===== src/rtl/imem_loader_pkg.sv =====
// Shared state encoding and sizing helpers for the instruction-memory loader.
// IMEM_LOADER_CSUM_EN adds the trailing checksum state.
package imem_loader_pkg;

  localparam int unsigned LEN_WIDTH = 16;

  typedef enum logic [2:0] {
    IDLE,
    LEN_LO,
    LEN_HI,
    DATA,
`ifdef IMEM_LOADER_CSUM_EN
    CSUM,
`endif
    DONE
  } state_t;

  function automatic int unsigned bytes_per_word(input int unsigned data_width);
    return data_width / 8;
  endfunction

  function automatic int unsigned byte_idx_width(input int unsigned data_width);
    return (data_width / 8 > 1) ? $clog2(data_width / 8) : 1;
  endfunction

endpackage


===== src/rtl/imem_loader_packer.sv =====
// Little-endian byte-to-word packer: byte k of a word lands in bits [8k+7:8k].
// word_valid pulses the cycle after the last byte of a kept word is accepted.
module byte_word_packer
  import imem_loader_pkg::*;
#(
  parameter int unsigned DATA_WIDTH = 32
) (
  input  logic                  clk,
  input  logic                  rst,
  input  logic                  clear,
  input  logic [7:0]            data,
  input  logic                  accept,
  input  logic                  keep,
  output logic                  last_c,
  output logic                  word_valid,
  output logic [DATA_WIDTH-1:0] word
);

  localparam int unsigned BPW = bytes_per_word(DATA_WIDTH);
  localparam int unsigned IW  = byte_idx_width(DATA_WIDTH);

  logic [IW-1:0]         byte_idx;
  logic [DATA_WIDTH-1:0] acc;
  logic [DATA_WIDTH-1:0] acc_c;

  // Word as it looks once the incoming byte is merged in.
  always_comb begin
    last_c = (byte_idx == IW'(BPW - 1));
    acc_c  = acc;
    acc_c[{byte_idx, 3'b000} +: 8] = data;
  end

  always_ff @(posedge clk) begin
    if (rst) begin
      byte_idx   <= '0;
      acc        <= '0;
      word_valid <= 1'b0;
      word       <= '0;
    end else begin
      word_valid <= 1'b0;
      if (clear) begin
        byte_idx <= '0;
        acc      <= '0;
      end else if (accept) begin
        acc <= acc_c;
        if (last_c) begin
          byte_idx <= '0;
          // Dropped words leave word untouched so wr_data holds.
          if (keep) begin
            word_valid <= 1'b1;
            word       <= acc_c;
          end
        end else begin
          byte_idx <= byte_idx + IW'(1);
        end
      end
    end
  end

endmodule


===== src/rtl/imem_loader.sv =====
// Streams a length-prefixed byte frame into the instruction RAM write port and
// holds the CPU via busy while loading. IMEM_LOADER_CSUM_EN enables a checksum byte.
module imem_loader
  import imem_loader_pkg::*;
#(
  parameter int unsigned ADDR_WIDTH = 10,
  parameter int unsigned DATA_WIDTH = 32
) (
  input  logic                  clk,
  input  logic                  rst,
  input  logic                  start,
  input  logic [7:0]            s_data,
  input  logic                  s_valid,
  output logic                  s_ready,
  output logic                  wr_en,
  output logic [ADDR_WIDTH-1:0] wr_addr,
  output logic [DATA_WIDTH-1:0] wr_data,
  output logic                  busy,
  output logic                  done,
  output logic                  ovf_err,
  output logic                  csum_err,
  output logic [ADDR_WIDTH:0]   words_written
);

  localparam int unsigned DEPTH = 32'd1 << ADDR_WIDTH;
  localparam int unsigned WW    = ADDR_WIDTH + 1;

`ifdef IMEM_LOADER_CSUM_EN
  localparam state_t POST_DATA = CSUM;
`else
  localparam state_t POST_DATA = DONE;
`endif

  state_t               state;
  state_t               state_nxt;
  logic [LEN_WIDTH-1:0] len;
  logic [LEN_WIDTH-1:0] word_idx;
  logic                 accept_c;
  logic                 clear_c;
  logic                 keep_c;
  logic                 ovf_c;
  logic                 pack_last_c;
  logic                 word_end_c;
  logic                 last_word_c;
  logic                 ready_nxt_c;

  assign accept_c    = s_valid && s_ready;
  assign clear_c     = (state == IDLE) && start;
  assign keep_c      = 32'(word_idx) < DEPTH;
  assign ovf_c       = 32'({s_data, len[7:0]}) > DEPTH;
  assign word_end_c  = accept_c && (state == DATA) && pack_last_c;
  assign last_word_c = (word_idx == len - LEN_WIDTH'(1));

  always_ff @(posedge clk) begin
    if (rst) state <= IDLE;
    else     state <= state_nxt;
  end

  always_comb begin
    state_nxt   = state;
    ready_nxt_c = 1'b0;
    case (state)
      IDLE:   if (start) state_nxt = LEN_LO;
      LEN_LO: if (accept_c) state_nxt = LEN_HI;
      LEN_HI: begin
        if (accept_c) begin
          if ({s_data, len[7:0]} == '0) state_nxt = POST_DATA;
          else                          state_nxt = DATA;
        end
      end
      DATA:   if (word_end_c && last_word_c) state_nxt = POST_DATA;
`ifdef IMEM_LOADER_CSUM_EN
      CSUM:   if (accept_c) state_nxt = DONE;
`endif
      DONE:   state_nxt = IDLE;
      default: state_nxt = IDLE;
    endcase
    // s_ready follows the registered state only, never s_valid.
    case (state_nxt)
      LEN_LO, LEN_HI, DATA: ready_nxt_c = 1'b1;
`ifdef IMEM_LOADER_CSUM_EN
      CSUM:                 ready_nxt_c = 1'b1;
`endif
      default:              ready_nxt_c = 1'b0;
    endcase
  end

  always_ff @(posedge clk) begin
    if (rst) begin
      s_ready       <= 1'b0;
      busy          <= 1'b0;
      done          <= 1'b0;
      ovf_err       <= 1'b0;
      wr_addr       <= '0;
      words_written <= '0;
      len           <= '0;
      word_idx      <= '0;
    end else begin
      s_ready <= ready_nxt_c;
      busy    <= (state_nxt != IDLE);
      done    <= (state_nxt == DONE);
      if (clear_c) begin
        ovf_err       <= 1'b0;
        words_written <= '0;
        word_idx      <= '0;
      end
      if (state == LEN_LO && accept_c) len[7:0] <= s_data;
      if (state == LEN_HI && accept_c) begin
        len[LEN_WIDTH-1:8] <= s_data;
        if (ovf_c) ovf_err <= 1'b1;
      end
      // Words past the RAM are consumed; wr_addr never wraps onto earlier words.
      if (word_end_c) begin
        word_idx <= word_idx + LEN_WIDTH'(1);
        if (keep_c) begin
          wr_addr       <= ADDR_WIDTH'(word_idx);
          words_written <= words_written + WW'(1);
        end
      end
    end
  end

`ifdef IMEM_LOADER_CSUM_EN
  logic [7:0] sum;

  // Data bytes plus checksum byte must sum to zero mod 256.
  always_ff @(posedge clk) begin
    if (rst) begin
      sum      <= '0;
      csum_err <= 1'b0;
    end else begin
      if (clear_c) begin
        sum      <= '0;
        csum_err <= 1'b0;
      end else if (state == DATA && accept_c) begin
        sum <= sum + s_data;
      end
      if (state == CSUM && accept_c && 8'(sum + s_data) != 8'h00) csum_err <= 1'b1;
    end
  end
`else
  assign csum_err = 1'b0;
`endif

  byte_word_packer #(
    .DATA_WIDTH(DATA_WIDTH)
  ) u_packer (
    .clk       (clk),
    .rst       (rst),
    .clear     (clear_c),
    .data      (s_data),
    .accept    (accept_c && (state == DATA)),
    .keep      (keep_c),
    .last_c    (pack_last_c),
    .word_valid(wr_en),
    .word      (wr_data)
  );

endmodule


===== config.mk =====
export PLATFORM = sky130hd
export DESIGN_NAME = imem_loader
export DESIGN_NICKNAME = d
export VERILOG_FILES = /design/src/rtl/imem_loader_pkg.sv /design/src/rtl/imem_loader_packer.sv /design/src/rtl/imem_loader.sv
export SDC_FILE = /design/constraint.sdc
export NUM_CORES = 1
export LEC_CHECK = 0
export ABC_AREA = 1
export ABC_CLOCK_PERIOD_IN_PS = 5300
export CAP_MARGIN = 0
export CELL_PAD_IN_SITES_DETAIL_PLACEMENT = 1
export CELL_PAD_IN_SITES_GLOBAL_PLACEMENT = 1
export CORE_ASPECT_RATIO = 1.4
export CORE_MARGIN = 4
export CORE_UTILIZATION = 43
export CTS_CLUSTER_DIAMETER = 40
export CTS_CLUSTER_SIZE = 14
export DETAILED_ROUTE_END_ITERATION = 12
export GPL_TIMING_DRIVEN = 1
export HOLD_SLACK_MARGIN = 0.05
export MAX_ROUTING_LAYER = met4
export PLACE_DENSITY = 0.85
export SETUP_SLACK_MARGIN = 0.05
export SLEW_MARGIN = 15
export SYNTH_ARGS = -nofsm -noshare
export SYNTH_HDL_FRONTEND = slang
export SYNTH_HIERARCHICAL = 1
export SYNTH_SLANG_ARGS = --single-unit

===== constraint.sdc =====
create_clock -name clk -period 5.3 [get_ports clk]
set_input_delay 0.795 -clock clk [delete_from_list [all_inputs] [get_ports clk]]
set_output_delay 0.795 -clock clk [all_outputs]
set_load 0.01 [all_outputs]

# ---- Word-level counts from Yosys, hierarchy flattened
# Index checks and enable logic that the tools add are counted.
dict set report classes {
  n_reduce_logical 16
  n_bitwise 3
  n_lt_le_gt_ge 2
  eq_ne 9
  add_sub_neg 5
  shifts 2
  muxes 18
}
# op n
set op_table {}
lappend op_table {{$mux W11} 3}
lappend op_table {{$bwmux W32} 1}
lappend op_table {{$mux W16} 2}
lappend op_table {{$shift A8 B7 Y32 const A} 1}
lappend op_table {{$shiftx A8 B7 Y32} 1}
lappend op_table {{$add A16 B1 Y16 const B} 1}
lappend op_table {{$eq A16 B16 Y1} 1}
lappend op_table {{$gt A16 B11 Y1 const B} 1}
lappend op_table {{$logic_not A16 Y1} 1}
lappend op_table {{$lt A16 B11 Y1 const B} 1}
lappend op_table {{$sub A16 B1 Y16 const B} 1}
lappend op_table {{$mux W3} 5}
lappend op_table {{$eq A3 B2 Y1 const B} 4}
lappend op_table {{$pmux W3 S4} 1}
lappend op_table {{$add A11 B1 Y11 const B} 1}
lappend op_table {{$logic_and A1 B1 Y1} 7}
lappend op_table {{$neg A5 Y7} 1}
lappend op_table {{$eq A3 B1 Y1 const B} 2}
lappend op_table {{$mux W1} 5}
lappend op_table {{$reduce_and A4 Y1} 1}
lappend op_table {{$reduce_or A4 Y1} 1}
lappend op_table {{$eq A3 B3 Y1 const B} 1}
lappend op_table {{$logic_not A3 Y1} 1}
lappend op_table {{$not A1 Y1} 3}
lappend op_table {{8 further kinds} 8}
dict set report word_totals {
  input_bits 12
  regBits 127
  elab_cells 69
  output_inout_bits 59
}

# ---- Longest topological paths before layout
# Gate-level depths: netlist of run 1.
dict set report depth {
  depth_word 9
  depth_mapped 16
  depth_no_buf 16
}

# ---- Modules after synthesis
# The synthesis of run 1 kept the hierarchy.
# mod n_inst seq_area_each_um2 cells_each area_per_inst_um2
set by_module_without_submodules {}
lappend by_module_without_submodules {byte_word_packer 1 1341.3 532 3334.4}
lappend by_module_without_submodules {imem_loader 1 1201.2 473 3261.9}

# ---- Worst setup path before layout of run 1
# Ideal clock, no wire load.
dict set report synth_path {
  kind {input to register}
  start {input s_valid}
  end {register words_written[10]}
  setup_slack_ns 3.309
  path_stages 9
  n_path_buf 0
  required_time_ns 5.181
  t_arrival_ns 1.872
  setup_ns 0.119
  cell_sequence {nand2_1 nor3_4 nand2_2 clkinv_2 nand3_2 nor2_4 nand3_1 o21ai_0 a21oi_1}
}
dict set report synth_between {
  elab_chain_len 4
}
# item line_no
set synth_lines {}
lappend synth_lines {{from (decl)} imem_loader.sv:13} ;# input logic s_valid,
lappend synth_lines {{$logic_and A1 B1 Y1} imem_loader.sv:47} ;# assign accept_c = s_valid && s_ready;
lappend synth_lines {{$logic_and A1 B1 Y1 (2 in series)} imem_loader.sv:51} ;# assign word_end_c = accept_c && (state == DATA) && pack_last_c;
lappend synth_lines {{$mux W11} imem_loader.sv:113} ;# if (word_end_c) begin
lappend synth_lines {{to (signal assigned)} imem_loader.sv:117} ;# words_written <= words_written + WW'(1);
lappend synth_lines {{to (decl)} imem_loader.sv:22} ;# output logic [ADDR_WIDTH:0] words_written
# No other way between the ends.
# A chain may end at the register's enable or synchronous reset.

# ---- Final worst setup path of run 1
dict set report layout_path {
  start {input start}
  end {register u_packer.word[0]}
}
dict set report layout_between {
  elab_chain_len 3
}
# item line_no
set layout_lines {}
lappend layout_lines {{from (decl)} imem_loader.sv:11} ;# input logic start,
lappend layout_lines {{$logic_and A1 B1 Y1} imem_loader.sv:48} ;# assign clear_c = (state == IDLE) && start;
lappend layout_lines {{named net clear_c} imem_loader.sv:39} ;# logic clear_c;
lappend layout_lines {{$not A1 Y1 (no source line)} --}
lappend layout_lines {{$reduce_and A4 Y1 (no source line)} --}
lappend layout_lines {{to (signal assigned)} imem_loader_packer.sv:38} ;# word <= '0;
lappend layout_lines {{to (signal assigned)} imem_loader_packer.sv:51} ;# word <= acc_c;
lappend layout_lines {{to (decl)} imem_loader_packer.sv:16} ;# output logic [DATA_WIDTH-1:0] word
# The timed path passes the listed nets, and every way through them passes these cells.

==> flow_metrics.env, run 1 <==
export IMPL_status="finished, final reports clean"
export IMPL_finalClockSkew_ns=0.00751
export IMPL_post_cts_buffers=0
export IMPL_synth_area_mm2=0.00660
export IMPL_yosysMostFrequentCell="nand2_1"
export IMPL_post_place_ws_ns=2.14
export IMPL_antenna_found_initial=0
export IMPL_postCtsHoldBufs=0
export IMPL_rsz0062_at_grt="false"
export IMPL_slowest_delay_ns=0.65
export IMPL_syn_instance_count=1005
export IMPL_worst_slew_pin_transition_ns=1.02
export IMPL_post_cts_resized=0
export IMPL_synth_largest_area_cell="dfxtp_1"
export IMPL_ys_seq_elements=127
export IMPL_ir_drop_uv=206
export IMPL_drt_antenna_violating_nets=0
export IMPL_hold_viol=0
export IMPL_grt_max_degree=69
export IMPL_crit_top_cell="inv_1"
export IMPL_layout_drive_gt1_share=0.0725
export IMPL_setup_viol=0
export IMPL_synth_commonest_cells="nand2_1 (217), nor2_1 (197), inv_1 (142)"
export IMPL_start_kind="input port"
export IMPL_htreeDepth=4
export IMPL_synth_top_area_frac=0.385
export IMPL_max_cap_violations=0
export IMPL_crit_slowest_cell="nor2_8"
export IMPL_switching_share=0.231
export IMPL_cts_tree="done"
export IMPL_grt_pass1_wl_mm=33.3
export IMPL_hp_class="reg2reg"
export IMPL_period_share=0.509
export IMPL_clkLatencyLatePin_ns=0.43
export IMPL_synthFlopType="dfxtp_1"
export IMPL_synth_area_leaders="dfxtp_1 (39%), nand2_1 (12%), nor2_1 (11%)"
export IMPL_cts_num_sinks=127
export IMPL_syn_avg_cell_area_um2=6.56
export IMPL_dp_hpwl_mm=13.7
export IMPL_nNetsFinal=1086
export IMPL_path_class="in2reg"
export IMPL_wl_met3_um=490
export IMPL_vias_per_cell=5.16
export IMPL_clockBufferDepth=2
export IMPL_fin_ws_ns=2.60
export IMPL_wl_per_cell_um=15.4
export IMPL_min_period_ns=2.70
export IMPL_hold_path_depth=2
export IMPL_root_buffer="clkbuf_16"
export IMPL_wl_met1_mm=7.72
export IMPL_dp_cells=1238
export IMPL_seq_power_share=0.403
export IMPL_fp_dieArea_mm2=0.0174
export IMPL_area_delta_synth_final_pct=21.4
export IMPL_fmax_mhz=371
export IMPL_final_cells=1268
export IMPL_grt_pass1_vias=6881
export IMPL_initial_utilization=0.438
export IMPL_ys_async_sr_fraction=0
export IMPL_drc=0
export IMPL_comb_power_share=0.074
export IMPL_postRouteWirelength_mm=19.5
export IMPL_p_clk_frac=0.523
export IMPL_fill_cells=1992
export IMPL_dr_wl_met2_mm=10.7
export IMPL_p_leak_nw=3.59
export IMPL_power_density_mw_per_mm2=300
export IMPL_first_pass_iters=4
export IMPL_worstPathMaxFanout=62
export IMPL_intPower_mw=1.85
export IMPL_rows=53
export IMPL_power_total_mw=2.40
export IMPL_synth_cell_type_count=48
export IMPL_tns_ns=0
export IMPL_p_sw_uw=553
export IMPL_core_area_mm2=0.0151
export IMPL_cts_made_buffers=17
export IMPL_grt_ovfl_total=0
export IMPL_place_gp_congestion=0.878
export IMPL_worstPathArrival_ns=3.03
export IMPL_path_clk_slew_ns=0.06
export IMPL_grt_use_total=0.243
export IMPL_synth_edf_count=0
export IMPL_cp_end_kind="flop"
export IMPL_dieHeight_um=155
export IMPL_slew_headroom=0.318
export IMPL_drtIter0Drc=245
export IMPL_cp_cell_sequence="clkdlybuf4s50_1, nand3_1, inv_1, inv_1, nand2_1, nor2_8, nand3_1, nand2_1, inv_1"
export IMPL_routed_via_count=6548
export IMPL_reg2reg_depth=11
export IMPL_slew_viol_final=0
export IMPL_io_buffers=69
export IMPL_yosysWarnings=6
export IMPL_antenna_cells=0
export IMPL_io_pins=71
export IMPL_seq_area_frac_synth=0.385
export IMPL_die_x_um=113
export IMPL_synth_nets=1026
export IMPL_cp_required_ns=5.63
export IMPL_route_top_layer_used="met4"
-- final cells by class --
class	instances	area, µm²	share of cell area
repair buffers	73	716	0.0894
clock buffers	24	492	0.0614
inverters	146	549	0.0686
clock inverters	6	130	0.0162
flip-flops and latches	127	2540	0.317
well taps	192	240	0.0300
multi-input cells	700	3340	0.417
-- worst max-delay path: cells and delay by family --
family	cells	cell delay, ns
simple gates	5	1.45
buf+inv	4	0.74
-- final timing paths --
path | start | to | slack, ns
setup / recovery | start | u_packer/word[0]$_SDFFE_PP0P_ | 2.60
hold / removal | ovf_err$_SDFF_PP0_ | ovf_err$_SDFF_PP0_ | 0.49
setup reg to reg | u_packer/byte_idx[0]$_SDFFE_PP0P_ | words_written[10]$_SDFF_PP0_ | 2.75
hold reg to reg | ovf_err$_SDFF_PP0_ | ovf_err$_SDFF_PP0_ | 0.49
-- cell families (layout without fill, tap and decap cells) --
group / after synthesis / count (layout) / share of synthesized area
buf+inv: 178 / 249 / 0.109
simple gates: 577 / 577 / 0.384
xor+xnor: 10 / 10 / 0.0133
compound gates: 103 / 103 / 0.0899
flops: 127 / 127 / 0.385
fa+ha+maj: 9 / 9 / 0.0171
other cells: 1 / 1 / 0.000568
-- power groups by stage --
stage	combinational, mW	clock [mW]	sequential (mW)
after CTS	0.181	1.28	0.967
after global placement	0.172	0	0.988
after detailed placement	0.177	0	0.988
after global routing	0.200	1.32	0.968
final	0.178	1.25	0.967
after floorplan	0.120	0	0.988
-- registers in the layout, indices dropped and copies added, names as in the netlist --
signal and count:
u_packer/acc 32, u_packer/word 32, len 16, word_idx 16, words_written 11, wr_addr 10
state 3, u_packer/byte_idx 2, busy 1, done 1, ovf_err 1, s_ready 1
u_packer/word_valid 1
-- per-stage QoR --
stage          instance area, µm²  hold WS [ns]  utilization
5_1_grt                      8010         0.514        0.532
6_report                     8010         0.489        0.532
4_1_cts                      8010         0.494        0.532
2_1_floorplan                6600         0.455            -
3_5_place_dp                 7390         0.481        0.491
3_3_place_gp                 7390         0.464        0.491
-- cell usage in the layout, fill, tap and decap left out, drive strengths merged, types with 11 or more instances in the layout --
cell type	n
nand2	226
nor2	217
inv	145
dfxtp	127
nand3	113
clkdlybuf4s50	68
o21ai	43
a21oi	40
clkbuf	24
nor3	11
-- layer usage --
layer  vias to the layer above  GRT usage
li1                       3278          -
met1                      3135      0.251
met2                        95      0.450
met3                        40     0.0360
met4                         0      0.107
met5                         -          -
Note: power is estimated with default switching activity, not from simulation.
==> run 2, diff against run 1 <==
--- a/config.mk
+++ b/config.mk
@@ -6,20 +6,20 @@
 export NUM_CORES = 1
 export LEC_CHECK = 0
 export ABC_AREA = 1
-export ABC_CLOCK_PERIOD_IN_PS = 5300
+export ABC_CLOCK_PERIOD_IN_PS = 2400
 export CAP_MARGIN = 0
 export CELL_PAD_IN_SITES_DETAIL_PLACEMENT = 1
 export CELL_PAD_IN_SITES_GLOBAL_PLACEMENT = 1
 export CORE_ASPECT_RATIO = 1.4
 export CORE_MARGIN = 4
-export CORE_UTILIZATION = 43
+export CORE_UTILIZATION = 36
 export CTS_CLUSTER_DIAMETER = 40
 export CTS_CLUSTER_SIZE = 14
 export DETAILED_ROUTE_END_ITERATION = 12
 export GPL_TIMING_DRIVEN = 1
 export HOLD_SLACK_MARGIN = 0.05
 export MAX_ROUTING_LAYER = met4
-export PLACE_DENSITY = 0.85
+export PLACE_DENSITY = 0.76
 export SETUP_SLACK_MARGIN = 0.05
 export SLEW_MARGIN = 15
 export SYNTH_ARGS = -nofsm -noshare
==> constraint.sdc (replaced) <==
create_clock -name clk -period 2.4 [get_ports clk]
set_input_delay 0.36 -clock clk [delete_from_list [all_inputs] [get_ports clk]]
set_output_delay 0.36 -clock clk [all_outputs]
set_load 0.01 [all_outputs]
==> run 2 against run 1 <==
  * Wire length increased by 3.1%
  * Largest cell class unchanged
  * Worst hold slack got worse by 0.22 ns
  * Highest routed layer unchanged
  * Power rose by 120%
==> flow_metrics.env, run 2 (synthesis gave the netlist of run 1 again) <==
export IMPL_nNetsFinal=1111
export IMPL_antenna_cells=0
export IMPL_reg2reg_to="busy$_SDFF_PP0_"
export IMPL_hold_end="words_written[8]$_SDFF_PP0_"
export IMPL_tns_ns=0
export IMPL_postCtsHoldBufs=0
export IMPL_final_cell_mix="nand2_1 (217), nor2_1 (196), inv_1 (142), dfxtp_1 (127), nand3_1 (108)"
export IMPL_power_total_mw=5.25
export IMPL_drt_antenna_violating_nets=0
export IMPL_cts_made_buffers=17
export IMPL_min_from="rst"
export IMPL_grt_use_total=0.215
export IMPL_hold_path_depth=2
export IMPL_crit_top_cell="nand2_1"
export IMPL_rows=58
export IMPL_cp_end_kind="flop"
export IMPL_fill_cells=2412
export IMPL_wl_per_cell_um=15.0
export IMPL_hp_class="in2reg"
export IMPL_top_regs="u_packer/acc (32), u_packer/word (32)"
export IMPL_vias_per_cell=4.86
export IMPL_path_clk_slew_ns=0.05
export IMPL_drtIter0Drc=262
export IMPL_routed_via_count=6523
export IMPL_dp_hpwl_mm=15.0
export IMPL_first_pass_iters=4
export IMPL_worstPathMaxFanout=5
export IMPL_p_leak_nw=3.72
export IMPL_start_kind="flop"
export IMPL_slew_viol_final=0
export IMPL_period_share=0.878
export IMPL_slowest_delay_ns=0.32
export IMPL_die_x_um=122
export IMPL_status="finished, final reports clean"
export IMPL_hold_worst_slack_ns=0.268
export IMPL_grt_max_degree=69
export IMPL_cp_cell_sequence="inv_1, ha_2, xnor2_1, nor2_1, nand2_1, nor2_1, nand2_1, nor2_2, nand3_2, o21bai_4, nand3_2, nand2_2, nand2_1"
export IMPL_r2r_slack_ns=0.29
export IMPL_grt_pass1_vias=6957
export IMPL_drc=0
export IMPL_ir_drop_uv=411
export IMPL_rsz0062_at_grt="false"
export IMPL_worstPathArrival_ns=2.41
export IMPL_cp_required_ns=2.70
export IMPL_grt_ovfl_total=0
export IMPL_clockBufferDepth=2
export IMPL_htreeDepth=4
export IMPL_setup_viol=0
export IMPL_dieHeight_um=168
export IMPL_max_cap_violations=0
export IMPL_antenna_found_initial=0
export IMPL_crit_slowest_cell="dfxtp_1"
export IMPL_cts_num_sinks=127
export IMPL_grt_pass1_wl_mm=34.0
export IMPL_io_buffers=69
export IMPL_place_gp_congestion=0.834
export IMPL_power_density_mw_per_mm2=633
export IMPL_layout_drive_gt1_share=0.0954
export IMPL_initial_utilization=0.367
export IMPL_root_buffer="clkbuf_16"
export IMPL_fin_util=0.461
export IMPL_postRouteWirelength_mm=20.1
export IMPL_core_area_mm2=0.0180
export IMPL_min_period_ns=2.11
export IMPL_final_common_cell="nand2_1"
export IMPL_hold_viol=0
export IMPL_fp_dieArea_mm2=0.0206
export IMPL_fmax_mhz=474
export IMPL_reg2reg_depth=13
export IMPL_cts_tree="done"
export IMPL_io_pins=71
export IMPL_r2r_start="len[0]$_SDFFE_PP0P_"
export IMPL_path_class="reg2reg"
export IMPL_clkLatencyLatePin_ns=0.42
export IMPL_area_delta_synth_final_pct=25.7
export IMPL_finalClockSkew_ns=0.00759
[run 2: changes by cell type in the layout (fill, tap and decap cells not counted), sizes merged]
cell | previous run | this run
buf | 5 | 30
bufinv | 4 | 3
clkinv | 3 | 4
[run 2: per-stage QoR]
stage	cells	instance area [µm²]	setup WS [ns]
6_report	1341	8290	0.292
4_1_cts	1341	8290	0.263
2_1_floorplan	1005	6600	0.530
3_3_place_gp	1311	7680	0.187
5_1_grt	1341	8290	0.0989
3_5_place_dp	1311	7680	0.164
[run 2: worst max-delay path, delay by kind of cell (launching register included)]
kind,cells,cell delay (ns)
XOR/XNOR,1,0.12
adder cells (fa/ha/maj),1,0.31
AND/OR/NAND/NOR,9,0.94
buffers and inverters,1,0.16
flip-flops,1,0.32
AO/OA/AOI/OAI,1,0.16
[run 2: area by class of cell]
| type | instances | area [µm²] | area share |
|---|---|---|---|
| clock inverters | 6 | 105 | 0.0127 |
| well taps | 240 | 300 | 0.0362 |
| clock buffers | 24 | 502 | 0.0605 |
| repair buffers | 98 | 953 | 0.115 |
| multi-input cells | 700 | 3340 | 0.403 |
| inverters | 146 | 549 | 0.0662 |
| flip-flops and latches | 127 | 2540 | 0.307 |
[run 2: worst max-delay path by stage]
stage / startpoint / to / slack (ns)
after global placement: s_data[4] / busy$_SDFF_PP0_ / 0.19
final: len[0]$_SDFFE_PP0P_ / busy$_SDFF_PP0_ / 0.29
after CTS: len[0]$_SDFFE_PP0P_ / busy$_SDFF_PP0_ / 0.26
after floorplan: u_packer/byte_idx[0]$_SDFFE_PP0P_ / words_written[10]$_SDFF_PP0_ / 0.53
after global routing: len[0]$_SDFFE_PP0P_ / busy$_SDFF_PP0_ / 0.1
after detailed placement: s_valid / busy$_SDFF_PP0_ / 0.16
[run 2: layer usage]
| layer | up-vias | GRT usage | part of all wire |
|---|---|---|---|
| li1 | 3312 | - | - |
| met1 | 3068 | 0.220 | 0.40 |
| met2 | 91 | 0.393 | 0.54 |
| met3 | 52 | 0.0353 | 0.023 |
| met4 | 0 | 0.101 | 0.038 |
| met5 | - | - | 0 |
[run 2: repair_timing]
| item | 4_1_cts | 5_1_grt |
|---|---|---|
| gates resized for setup | 0 | 1 |
| setup endpoints to repair | 0 | 1 |
| setup buffers | 0 | 0 |
[run 2: where the power goes]
part	internal, mW	switching, mW	total [mW]
sequential	2.12	0.0126	2.14
clock	1.75	0.936	2.69
combinational	0.143	0.277	0.420
==> run 3, diff against run 2 <==
--- a/config.mk
+++ b/config.mk
@@ -6,20 +6,20 @@
 export NUM_CORES = 1
 export LEC_CHECK = 0
 export ABC_AREA = 1
-export ABC_CLOCK_PERIOD_IN_PS = 2400
 export CAP_MARGIN = 0
 export CELL_PAD_IN_SITES_DETAIL_PLACEMENT = 1
 export CELL_PAD_IN_SITES_GLOBAL_PLACEMENT = 1
 export CORE_ASPECT_RATIO = 1.4
 export CORE_MARGIN = 4
-export CORE_UTILIZATION = 36
+export CORE_UTILIZATION = 41
 export CTS_CLUSTER_DIAMETER = 40
 export CTS_CLUSTER_SIZE = 14
 export DETAILED_ROUTE_END_ITERATION = 12
+export DONT_BUFFER_PORTS = 1
 export GPL_TIMING_DRIVEN = 1
 export HOLD_SLACK_MARGIN = 0.05
 export MAX_ROUTING_LAYER = met4
-export PLACE_DENSITY = 0.76
+export PLACE_DENSITY_LB_ADDON = 0.1
 export SETUP_SLACK_MARGIN = 0.05
 export SLEW_MARGIN = 15
 export SYNTH_ARGS = -nofsm -noshare
==> run 3 against run 2 <==
  * Combinational power fell by 19%
  * Sequential power about the same
  * Clock skew up 0.0017 ns
  * Sequential cell count unchanged
  * Critical path type unchanged
  * Non-clock buffer count down 83
  * First-iteration DRC count up 14%
==> flow_metrics.env, run 3 (synthesis gave the netlist of run 1 again) <==
export IMPL_status="finished, final reports clean"
export IMPL_max_cap_violations=0
export IMPL_htreeDepth=4
export IMPL_slew_headroom=0.361
export IMPL_final_common_cell="nand2_1"
export IMPL_post_cts_buffers=0
export IMPL_r2r_slack_ns=0.31
export IMPL_multi_input_area_mm2=0.00334
export IMPL_critPathTopFamily="simple AND/OR/NAND/NOR gates"
export IMPL_fill_cells=2086
export IMPL_core_area_mm2=0.0157
export IMPL_setup_viol=0
export IMPL_worst_slew_pin_transition_ns=0.956
export IMPL_rsz0062_at_grt="false"
export IMPL_busiest_layer="met2"
export IMPL_rows=54
export IMPL_r2r_start="len[0]$_SDFFE_PP0P_"
export IMPL_first_pass_iters=4
export IMPL_grt_use_total=0.229
export IMPL_power_density_mw_per_mm2=675
export IMPL_cp_cell_sequence="inv_1, ha_1, xnor2_1, nor2_1, nand2_1, nor2_1, nand2_1, nor2_2, nand3_2, o21bai_4, nand3_2, nand2_2, nand2_1"
export IMPL_reg2reg_to="busy$_SDFF_PP0_"
export IMPL_grt_use_met1=0.242
export IMPL_register_area_mm2=0.00254
export IMPL_antenna_found_initial=0
export IMPL_worstPathMaxFanout=5
export IMPL_intPower_mw=3.76
export IMPL_seq_power_share=0.430
export IMPL_min_period_ns=2.09
export IMPL_cts_num_sinks=127
export IMPL_path_class="reg2reg"
export IMPL_hold_end="len[15]$_SDFFE_PP0P_"
export IMPL_drc=0
export IMPL_final_cell_mix="nand2_1 (217), nor2_1 (196), inv_1 (142), dfxtp_1 (127), nand3_1 (108)"
export IMPL_place_area_mm2=0.00679
export IMPL_root_buffer="clkbuf_16"
export IMPL_layout_drive_gt1_share=0.0883
export IMPL_hp_class="in2reg"
export IMPL_postCtsHoldBufs=1
export IMPL_path_clk_slew_ns=0.06
export IMPL_place_gp_congestion=0.878
export IMPL_crit_top_cell="nand2_1"
export IMPL_wl_per_cell_um=15.9
export IMPL_crit_slowest_cell="dfxtp_1"
export IMPL_drtIter0Drc=299
export IMPL_finalClockSkew_ns=0.00930
export IMPL_ir_drop_uv=393
export IMPL_slew_viol_final=0
export IMPL_postRouteWirelength_mm=19.4
export IMPL_grt_ovfl_total=0
export IMPL_start_kind="flop"
export IMPL_cp_num_buf_inv=1
export IMPL_p_sw_mw=1.21
export IMPL_area_delta_synth_final_pct=11.7
export IMPL_hold_path_depth=2
export IMPL_nNetsFinal=1028
export IMPL_top_regs="u_packer/acc (32), u_packer/word (32)"
export IMPL_antenna_cells=0
export IMPL_io_buffers=0
export IMPL_switching_share=0.244
export IMPL_cts_tree="done"
export IMPL_io_pins=71
export IMPL_clockBufferDepth=2
export IMPL_min_from="s_data[7]"
export IMPL_grt_max_degree=69
export IMPL_p_clk_frac=0.501
export IMPL_post_cts_resized=0
export IMPL_grtUsageMet3=0.0463
export IMPL_worstPathArrival_ns=2.38
export IMPL_period_share=0.869
export IMPL_cts_made_buffers=17
export IMPL_cp_end_kind="flop"
export IMPL_hold_viol=0
export IMPL_fp_dieArea_mm2=0.0182
export IMPL_comb_power_share=0.069
export IMPL_drt_antenna_violating_nets=0
export IMPL_slowest_delay_ns=0.35
export IMPL_die_x_um=115
export IMPL_tns_ns=0
export IMPL_dieHeight_um=158
export IMPL_fmax_mhz=479
export IMPL_dp_hpwl_mm=14.1
export IMPL_vias_per_cell=5.07
export IMPL_initial_utilization=0.421
export IMPL_p_leak_nw=3.37
export IMPL_cp_required_ns=2.70
export IMPL_grt_pass1_wl_mm=31.9
export IMPL_clkLatencyLatePin_ns=0.42
export IMPL_reg2reg_depth=13
export IMPL_routed_via_count=6158
export IMPL_design_area_mm2=0.00737
export IMPL_grt_pass1_vias=6227
export IMPL_grt_use_met2=0.424
-- run 3: worst max-delay path by stage --
stage | from | endpoint | cells past startpoint | slack (ns)
after floorplan | u_packer/byte_idx[0]$_SDFFE_PP0P_ | words_written[10]$_SDFF_PP0_ | 10 | 0.53
after global placement | len[0]$_SDFFE_PP0P_ | busy$_SDFF_PP0_ | 13 | 0.34
after detailed placement | len[0]$_SDFFE_PP0P_ | busy$_SDFF_PP0_ | 13 | 0.33
after CTS | len[0]$_SDFFE_PP0P_ | busy$_SDFF_PP0_ | 13 | 0.29
after global routing | len[0]$_SDFFE_PP0P_ | busy$_SDFF_PP0_ | 15 | 0.11
final | len[0]$_SDFFE_PP0P_ | busy$_SDFF_PP0_ | 13 | 0.31
-- run 3: worst register-to-register path, stage by stage (launching register included) --
cell,delay [ns]
dfxtp_1,0.35
inv_1,0.11
ha_1,0.32
xnor2_1,0.13
nor2_1,0.23
nand2_1,0.09
nor2_1,0.11
nand2_1,0.08
nor2_2,0.09
nand3_2,0.11
o21bai_4,0.16
nand3_2,0.09
nand2_2,0.07
nand2_1,0.05
-- run 3: cell type report --
class	instances	area share
Inverter	146	0.0746
Tap cell	196	0.0333
Clock inverter	12	0.0163
Clock buffer	19	0.0601
Timing Repair Buffer	15	0.0173
Multi-Input combinational cell	700	0.453
Sequential cell	127	0.345
-- run 3: power groups by stage --
stage	clock [mW]	combinational, mW	sequential (mW)
after floorplan	0	0.264	2.18
after global placement	0	0.334	2.18
after detailed placement	0	0.338	2.19
after CTS	2.55	0.348	2.14
after global routing	2.66	0.391	2.14
final	2.49	0.342	2.14
-- run 3: metrics by stage --
stage / hold slack (ns) / setup slack, ns / util / std cells / total power [mW]
6_report: 0.0838 / 0.314 / 0.470 / 1215 / 4.97
5_1_grt: 0.0737 / 0.111 / 0.470 / 1215 / 5.19
4_1_cts: 0.0694 / 0.294 / 0.470 / 1215 / 5.03
3_5_place_dp: 0.436 / 0.330 / 0.433 / 1183 / 2.52
3_3_place_gp: 0.434 / 0.340 / 0.433 / 1183 / 2.52
2_1_floorplan: 0.455 / 0.530 / - / 1005 / 2.45
-- run 3: routing by layer --
metal / routed length [µm] / vias to the layer above
met2: 10800 / 75
met3: 496 / 24
li1: - / 3151
met4: 320 / 0
met1: 7740 / 2908
met5: 0 / -
